[src/rtl/core_ex_arbiter_pkg.sv]
// Shared types for the execution-stage arbiter: operation record, code widths
// and the modular pointer helper used by the round-robin search.
package core_ex_arbiter_pkg;
    localparam int DATA_WIDTH       = 32;
    localparam int ALU_WIDTH_CODE   = 3;
    localparam int SHIFT_WIDTH_CODE = 2;

    typedef enum logic [ALU_WIDTH_CODE-1:0] {
        ALU_ADD = 3'd0,
        ALU_SUB = 3'd1,
        ALU_AND = 3'd2,
        ALU_OR  = 3'd3,
        ALU_XOR = 3'd4
    } alu_ctrl_e;

    typedef enum logic [SHIFT_WIDTH_CODE-1:0] {
        SH_SLL = 2'd0,
        SH_SRL = 2'd1,
        SH_SRA = 2'd2
    } shift_ctrl_e;

    typedef struct packed {
        logic                        alu_op;
        logic                        shift_op;
        logic [ALU_WIDTH_CODE-1:0]   alu_control;
        logic [SHIFT_WIDTH_CODE-1:0] shift_control;
        logic [DATA_WIDTH-1:0]       a;
        logic [DATA_WIDTH-1:0]       b;
    } ex_req_t;

    function automatic int unsigned rr_wrap(input int unsigned base, input int unsigned off,
                                            input int unsigned n);
        return (base + off) % n;
    endfunction
endpackage

[src/rtl/core_ex_arbiter_if.sv]
// Request/response bundle between the requesters plus result consumer (master)
// and the arbiter (slave).
interface core_ex_arbiter_if #(
    parameter int NUM_REQ  = 2,
    parameter int ID_WIDTH = $clog2(NUM_REQ)
);
    import core_ex_arbiter_pkg::*;

    logic [NUM_REQ-1:0]    req_valid;
    logic [NUM_REQ-1:0]    req_ready;
    ex_req_t [NUM_REQ-1:0] req_op;
    logic                  rsp_valid;
    logic                  rsp_ready;
    logic [ID_WIDTH-1:0]   rsp_id;
    logic [DATA_WIDTH-1:0] rsp_data;

    modport master (
        output req_valid, req_op, rsp_ready,
        input  req_ready, rsp_valid, rsp_id, rsp_data
    );

    modport slave (
        input  req_valid, req_op, rsp_ready,
        output req_ready, rsp_valid, rsp_id, rsp_data
    );
endinterface

[src/rtl/core_ex_arbiter_rr.sv]
// Rotating-priority arbiter: the first requester at or after prio_i (mod NUM_REQ)
// wins; nothing is granted while enable_i is low.
module core_rr_arbiter
    import core_ex_arbiter_pkg::*;
#(
    parameter int NUM_REQ = 2,
    parameter int IDX_W   = $clog2(NUM_REQ)
) (
    input  logic [NUM_REQ-1:0] req_i,
    input  logic [IDX_W-1:0]   prio_i,
    input  logic               enable_i,
    output logic [NUM_REQ-1:0] grant_o,
    output logic [IDX_W-1:0]   grant_idx_o,
    output logic               grant_valid_o
);
    logic [IDX_W-1:0] idx;

    always_comb begin
        grant_o       = '0;
        grant_idx_o   = '0;
        grant_valid_o = 1'b0;
        idx           = '0;
        // Walk from the farthest offset to the nearest so the nearest valid one sticks.
        for (int k = NUM_REQ - 1; k >= 0; k--) begin
            idx = IDX_W'(rr_wrap(32'(prio_i), 32'(k), NUM_REQ));
            if (enable_i && req_i[idx]) begin
                grant_o       = '0;
                grant_o[idx]  = 1'b1;
                grant_idx_o   = idx;
                grant_valid_o = 1'b1;
            end
        end
    end
endmodule

[src/rtl/core_ex_arbiter.sv]
// Shares one execution stage between NUM_REQ requesters with round-robin priority
// and a single-entry registered response buffer tagged with the winner's index.
module core_ex_arbiter
    import core_ex_arbiter_pkg::*;
#(
    parameter int NUM_REQ  = 2,
    parameter int ID_WIDTH = $clog2(NUM_REQ)
) (
    input  logic                        clk,
    input  logic                        rst,
    core_ex_arbiter_if.slave            io,
    output logic                        ex_alu_op_o,
    output logic                        ex_shift_op_o,
    output logic [ALU_WIDTH_CODE-1:0]   ex_alu_control_o,
    output logic [SHIFT_WIDTH_CODE-1:0] ex_shift_control_o,
    output logic [DATA_WIDTH-1:0]       ex_in_a_o,
    output logic [DATA_WIDTH-1:0]       ex_in_b_o,
    input  logic [DATA_WIDTH-1:0]       ex_out_i
);
    logic                  can_issue;
    logic                  grant_vld;
    logic [NUM_REQ-1:0]    grant;
    logic [ID_WIDTH-1:0]   grant_idx;
    ex_req_t               sel_op;

    logic [ID_WIDTH-1:0]   prio_q, prio_d;
    logic                  rsp_valid_q, rsp_valid_d;
    logic [ID_WIDTH-1:0]   rsp_id_q, rsp_id_d;
    logic [DATA_WIDTH-1:0] rsp_data_q, rsp_data_d;

    // A grant needs the buffer to be free or draining this very cycle.
    assign can_issue = !rsp_valid_q || io.rsp_ready;

    core_rr_arbiter #(
        .NUM_REQ (NUM_REQ),
        .IDX_W   (ID_WIDTH)
    ) u_rr (
        .req_i         (io.req_valid),
        .prio_i        (prio_q),
        .enable_i      (can_issue && !rst),
        .grant_o       (grant),
        .grant_idx_o   (grant_idx),
        .grant_valid_o (grant_vld)
    );

    assign io.req_ready = grant;
    assign sel_op       = grant_vld ? io.req_op[grant_idx] : '0;

    assign ex_alu_op_o        = sel_op.alu_op;
    assign ex_shift_op_o      = sel_op.shift_op;
    assign ex_alu_control_o   = sel_op.alu_control;
    assign ex_shift_control_o = sel_op.shift_control;
    assign ex_in_a_o          = sel_op.a;
    assign ex_in_b_o          = sel_op.b;

    always_comb begin
        prio_d      = prio_q;
        rsp_valid_d = rsp_valid_q;
        rsp_id_d    = rsp_id_q;
        rsp_data_d  = rsp_data_q;
        if (grant_vld) begin
            rsp_valid_d = 1'b1;
            rsp_id_d    = grant_idx;
            rsp_data_d  = ex_out_i;
            prio_d      = ID_WIDTH'(rr_wrap(32'(grant_idx), 32'd1, NUM_REQ));
        end else if (io.rsp_ready) begin
            rsp_valid_d = 1'b0;
        end
    end

    always_ff @(posedge clk) begin
        if (rst) begin
            prio_q      <= '0;
            rsp_valid_q <= 1'b0;
            rsp_id_q    <= '0;
            rsp_data_q  <= '0;
        end else begin
            prio_q      <= prio_d;
            rsp_valid_q <= rsp_valid_d;
            rsp_id_q    <= rsp_id_d;
            rsp_data_q  <= rsp_data_d;
        end
    end

    assign io.rsp_valid = rsp_valid_q;
    assign io.rsp_id    = rsp_id_q;
    assign io.rsp_data  = rsp_data_q;
endmodule

[src/flat_wrapper.sv]
// flat-port wrapper written by rule: the top's interface ports become plain ports
module core_ex_arbiter_flat import core_ex_arbiter_pkg::*;
#(
    parameter int NUM_REQ  = 2,
    parameter int ID_WIDTH = $clog2(NUM_REQ)
)
  (clk, rst, ex_alu_op_o, ex_shift_op_o, ex_alu_control_o, ex_shift_control_o, ex_in_a_o, ex_in_b_o, ex_out_i, io_req_valid, io_req_op, io_rsp_ready, io_req_ready, io_rsp_valid, io_rsp_id, io_rsp_data);
  core_ex_arbiter_if #(.NUM_REQ(NUM_REQ), .ID_WIDTH(ID_WIDTH)) io_i ();
  input  logic clk;
  input  logic rst;
  output logic ex_alu_op_o;
  output logic ex_shift_op_o;
  output logic [ALU_WIDTH_CODE-1:0] ex_alu_control_o;
  output logic [SHIFT_WIDTH_CODE-1:0] ex_shift_control_o;
  output logic [DATA_WIDTH-1:0] ex_in_a_o;
  output logic [DATA_WIDTH-1:0] ex_in_b_o;
  input  logic [DATA_WIDTH-1:0] ex_out_i;
  input wire logic [$bits(io_i.req_valid)-1:0] io_req_valid;
  input wire logic [$bits(io_i.req_op)-1:0] io_req_op;
  input wire logic [$bits(io_i.rsp_ready)-1:0] io_rsp_ready;
  output wire logic [$bits(io_i.req_ready)-1:0] io_req_ready;
  output wire logic [$bits(io_i.rsp_valid)-1:0] io_rsp_valid;
  output wire logic [$bits(io_i.rsp_id)-1:0] io_rsp_id;
  output wire logic [$bits(io_i.rsp_data)-1:0] io_rsp_data;
  assign io_i.req_valid = io_req_valid;
  assign io_i.req_op = io_req_op;
  assign io_i.rsp_ready = io_rsp_ready;
  assign io_req_ready = io_i.req_ready;
  assign io_rsp_valid = io_i.rsp_valid;
  assign io_rsp_id = io_i.rsp_id;
  assign io_rsp_data = io_i.rsp_data;
  core_ex_arbiter #(.NUM_REQ(NUM_REQ), .ID_WIDTH(ID_WIDTH)) u_core (.clk(clk), .rst(rst), .io(io_i), .ex_alu_op_o(ex_alu_op_o), .ex_shift_op_o(ex_shift_op_o), .ex_alu_control_o(ex_alu_control_o), .ex_shift_control_o(ex_shift_control_o), .ex_in_a_o(ex_in_a_o), .ex_in_b_o(ex_in_b_o), .ex_out_i(ex_out_i));
endmodule
[config.mk]
export PLATFORM = sky130hd
export DESIGN_NAME = core_ex_arbiter_flat
export DESIGN_NICKNAME = d
export VERILOG_FILES = /design/src/rtl/core_ex_arbiter_pkg.sv /design/src/rtl/core_ex_arbiter_if.sv /design/src/rtl/core_ex_arbiter_rr.sv /design/src/rtl/core_ex_arbiter.sv /design/src/flat_wrapper.sv
export SDC_FILE = /design/constraint.sdc
export NUM_CORES = 1
export LEC_CHECK = 0
export ABC_AREA = 1
export BUFFER_PORTS_ARGS = -buffer_cell sky130_fd_sc_hd__buf_2
export CORE_MARGIN = 8
export CORE_UTILIZATION = 30
export DETAILED_ROUTE_END_ITERATION = 10
export PLACE_DENSITY = 0.69
export SETUP_SLACK_MARGIN = 0.4
export SLEW_MARGIN = 10
export SYNTH_ARGS = -nofsm -noshare
export SYNTH_HDL_FRONTEND = slang
export SYNTH_SLANG_ARGS = --single-unit
[constraint.sdc]
create_clock -name clk -period 1.3 [get_ports clk]
set_input_delay 0.065 -clock clk [delete_from_list [all_inputs] [get_ports clk]]
set_output_delay 0.065 -clock clk [all_outputs]
set_load 0.03 [all_outputs]
==> results.sh <==
export IMPL_maxCapViolCount=0
export IMPL_ys_ff_latch=35
export IMPL_fin_util=0.850
export IMPL_crit_top_cell="buf_12"
export IMPL_ys_types=13
export IMPL_io_buffers=285
export IMPL_ant_nets=0
export IMPL_worstSetupEndpointType="output pin"
export IMPL_hold_violations=1
export IMPL_syn_area_per_cell_um2=5.64
export IMPL_num_vias=5285
export IMPL_p_per_area_mw_per_mm2=719
export IMPL_report_power_total_w=0.00531
export IMPL_r2r_end="u_core.io.rsp_data[28]"
export IMPL_place_ws_ns=-0.148
export IMPL_syn_inst=475
export IMPL_drt_wl_total_mm=22.5
export IMPL_drt_first_pass_iters=7
export IMPL_routedWlPerCell_um=23.9
export IMPL_r2r_cells=9
export IMPL_cp_start_kind="register"
export IMPL_core_area_mm2=0.00868
export IMPL_rows=34
export IMPL_dp_cells=841
export IMPL_crit_chain="a21oi_4 > buf_12 > buf_12 > buf_16 > nand3_1 > nand2_2 > buf_6"
export IMPL_fin_skew_ns=0.0110
export IMPL_drc=0
export IMPL_hp_class="input port to register"
export IMPL_hold_depth=3
export IMPL_path_buf_inv=4
export IMPL_cts_sinks=35
export IMPL_hold_end="u_core.io.rsp_data[21]"
export IMPL_clock_fmax_mhz=585
export IMPL_grt_usage=0.245
export IMPL_worst_slew_pin_slew_ns=0.588
export IMPL_synth_area_mm2=0.00268
export IMPL_grt_max_degree=43
export IMPL_insertion_delay_ns=0.29
export IMPL_gp_congestion=0.904
export IMPL_syn_to_final_growth_pct=175
export IMPL_htreeDepth=2
export IMPL_run_status="complete, but fails checks"
export IMPL_cp_required_ns=1.24
export IMPL_layout_cells_non_filler=939
export IMPL_cts_tree="built"
export IMPL_cts_buffers_inserted=5
export IMPL_slew_viol_final=0
export IMPL_critPathMaxStageDelay_ns=0.36
export IMPL_grt_pass1_vias=4553
export IMPL_crit_arrival_ns=1.65
export IMPL_synth_net_count=654
export IMPL_final_cell_mix="buf_2 (181), buf_6 (102), nand3_2 (91)"
export IMPL_final_nets=1005
export IMPL_rrSetupSlack_ns=-0.28
export IMPL_viasPerCell=5.63
export IMPL_power_leakage_nw=3.67
export IMPL_slew_limit_headroom=0.608
export IMPL_die_x_um=111
export IMPL_clkTransAtPathRegs_ns=0.08
export IMPL_drtIter0Drc=636
export IMPL_clk_path_buf_depth=2
export IMPL_rsz0062_at_grt="true"
export IMPL_violations="negative hold slack, negative setup slack"
export IMPL_hp_start="ex_out_i[21]"
export IMPL_fin_crit_ns=1.71
export IMPL_peakVddDrop_uv=825
export IMPL_antenna_found_initial=4
export IMPL_dp_hpwl_mm=10.4
export IMPL_holdWs_ns=-0.00389
export IMPL_gr_total_overflow=0
export IMPL_fillers=431
export IMPL_worst_path_max_delay_cell="dfxtp_4"
export IMPL_die_y_um=111
export IMPL_crit_reg2reg_launch="u_core.io.rsp_valid"
export IMPL_cts_root_buf="clkbuf_8"
export IMPL_start_util=0.309
export IMPL_crit_family="buffers and inverters"
export IMPL_crit_fanout=9
export IMPL_layout_commonest_cell="buf_2"
export IMPL_timing_setup_tns_ns=-31.72
export IMPL_yosys_warnings=0
export IMPL_path_class="register to output pin"
export IMPL_period_share=1.32
export IMPL_grt_pass1_wl_mm=25.0
export IMPL_drive_above_1_share=0.696
export IMPL_ys_seq_area_frac=0.261
export IMPL_io_pins=286
export IMPL_die_area_mm2=0.0122
export IMPL_fin_ws_ns=-0.410
export IMPL_setup_violations=106
-- worst reg2reg max path: stages, from the launching register on --
cell	delay [ns]
dfxtp_4	0.36
a21oi_4	0.14
buf_12	0.17
buf_12	0.17
buf_16	0.15
buf_12	0.13
buf_6	0.11
buf_12	0.13
nand3_2	0.07
nand2_1	0.09
-- cell type report --
cell class	count	area, µm²	share of cell area
multi-input combinational	356	2550	0.345
antenna	4	10.0	0.00136
clock buffer	6	72.6	0.00983
inverter	40	150	0.0203
sequential	35	708	0.0959
clock inverter	2	12.5	0.00170
timing repair buffer	388	3740	0.507
tap	108	135	0.0183
-- cell usage after synthesis (all sizes together) --
cell,number,area [µm²]
a21oi,4,53.8
buf,35,195
clkbuf,9,33.8
dfxtp,35,701
inv,40,150
nand2,143,539
nand3,175,881
nor2,34,128
-- power by group --
group	leakage, nW	internal [W]	total, W	switching [W]
clock	0.0412	0.000375	0.000792	0.000417
combinational	3.34	0.00152	0.00328	0.00176
sequential	0.293	0.00117	0.00124	0.0000631
-- cell families (layout without fill, tap and decap cells) --
kind of cell | count (synthesis) | count (layout) | synth area share
buf+inv | 84 | 436 | 0.141
flops | 35 | 35 | 0.261
simple gates | 352 | 352 | 0.577
compound gates | 4 | 4 | 0.0201
other cells | 0 | 4 | 0
-- stage by stage --
stage | hold WS [ns] | instance area (µm²)
floorplan | 0.193 | 3020
detailed placement | 0.286 | 4480
global route | 0.0108 | 7380
CTS | 0.000375 | 5890
global placement | 0.278 | 4480
finish | -0.00389 | 7380
-- registers in the layout (all words and copies together), names as in the netlist --
register,count
u_core.io.rsp_data,32
u_core.io.rsp_id,1
u_core.io.rsp_valid,1
u_core.prio_q,1
-- how the worst max path moves through the flow --
stage | endpoint | cells after the start | start | slack (ns)
final | ex_in_a_o[6] | 7 | u_core.io.rsp_valid | -0.41
after detailed placement | u_core.io.rsp_data[29] | 5 | u_core.io.rsp_valid | -0.15
after global placement | u_core.io.rsp_data[22] | 5 | u_core.io.rsp_valid | -0.1
after global routing | ex_in_a_o[12] | 7 | u_core.io.rsp_valid | -0.42
after CTS | ex_alu_op_o | 6 | u_core.prio_q | -0.35
after floorplan | ex_in_b_o[11] | 5 | u_core.io.rsp_valid | 0.16
-- per-layer routing --
layer / global-route usage / share of wire / vias up
met5: 0 / 0 / -
met4: 0.0874 / 0.058 / 0
met3: 0.0666 / 0.096 / 116
met2: 0.450 / 0.51 / 437
met1: 0.261 / 0.33 / 2483
li1: - / - / 2249
-- timing repair --
action / 4_1_cts / 5_1_grt
endpoints found under the setup margin: 122 / 136
pin swaps: 15 / 73
gates cloned: 12 / 27
setup buffers: 12 / 12
hold endpoints to repair: 23 / 0
hold buffers: 23 / 0
gates resized for setup: 188 / 192
Power figures use the tool's default switching activity.
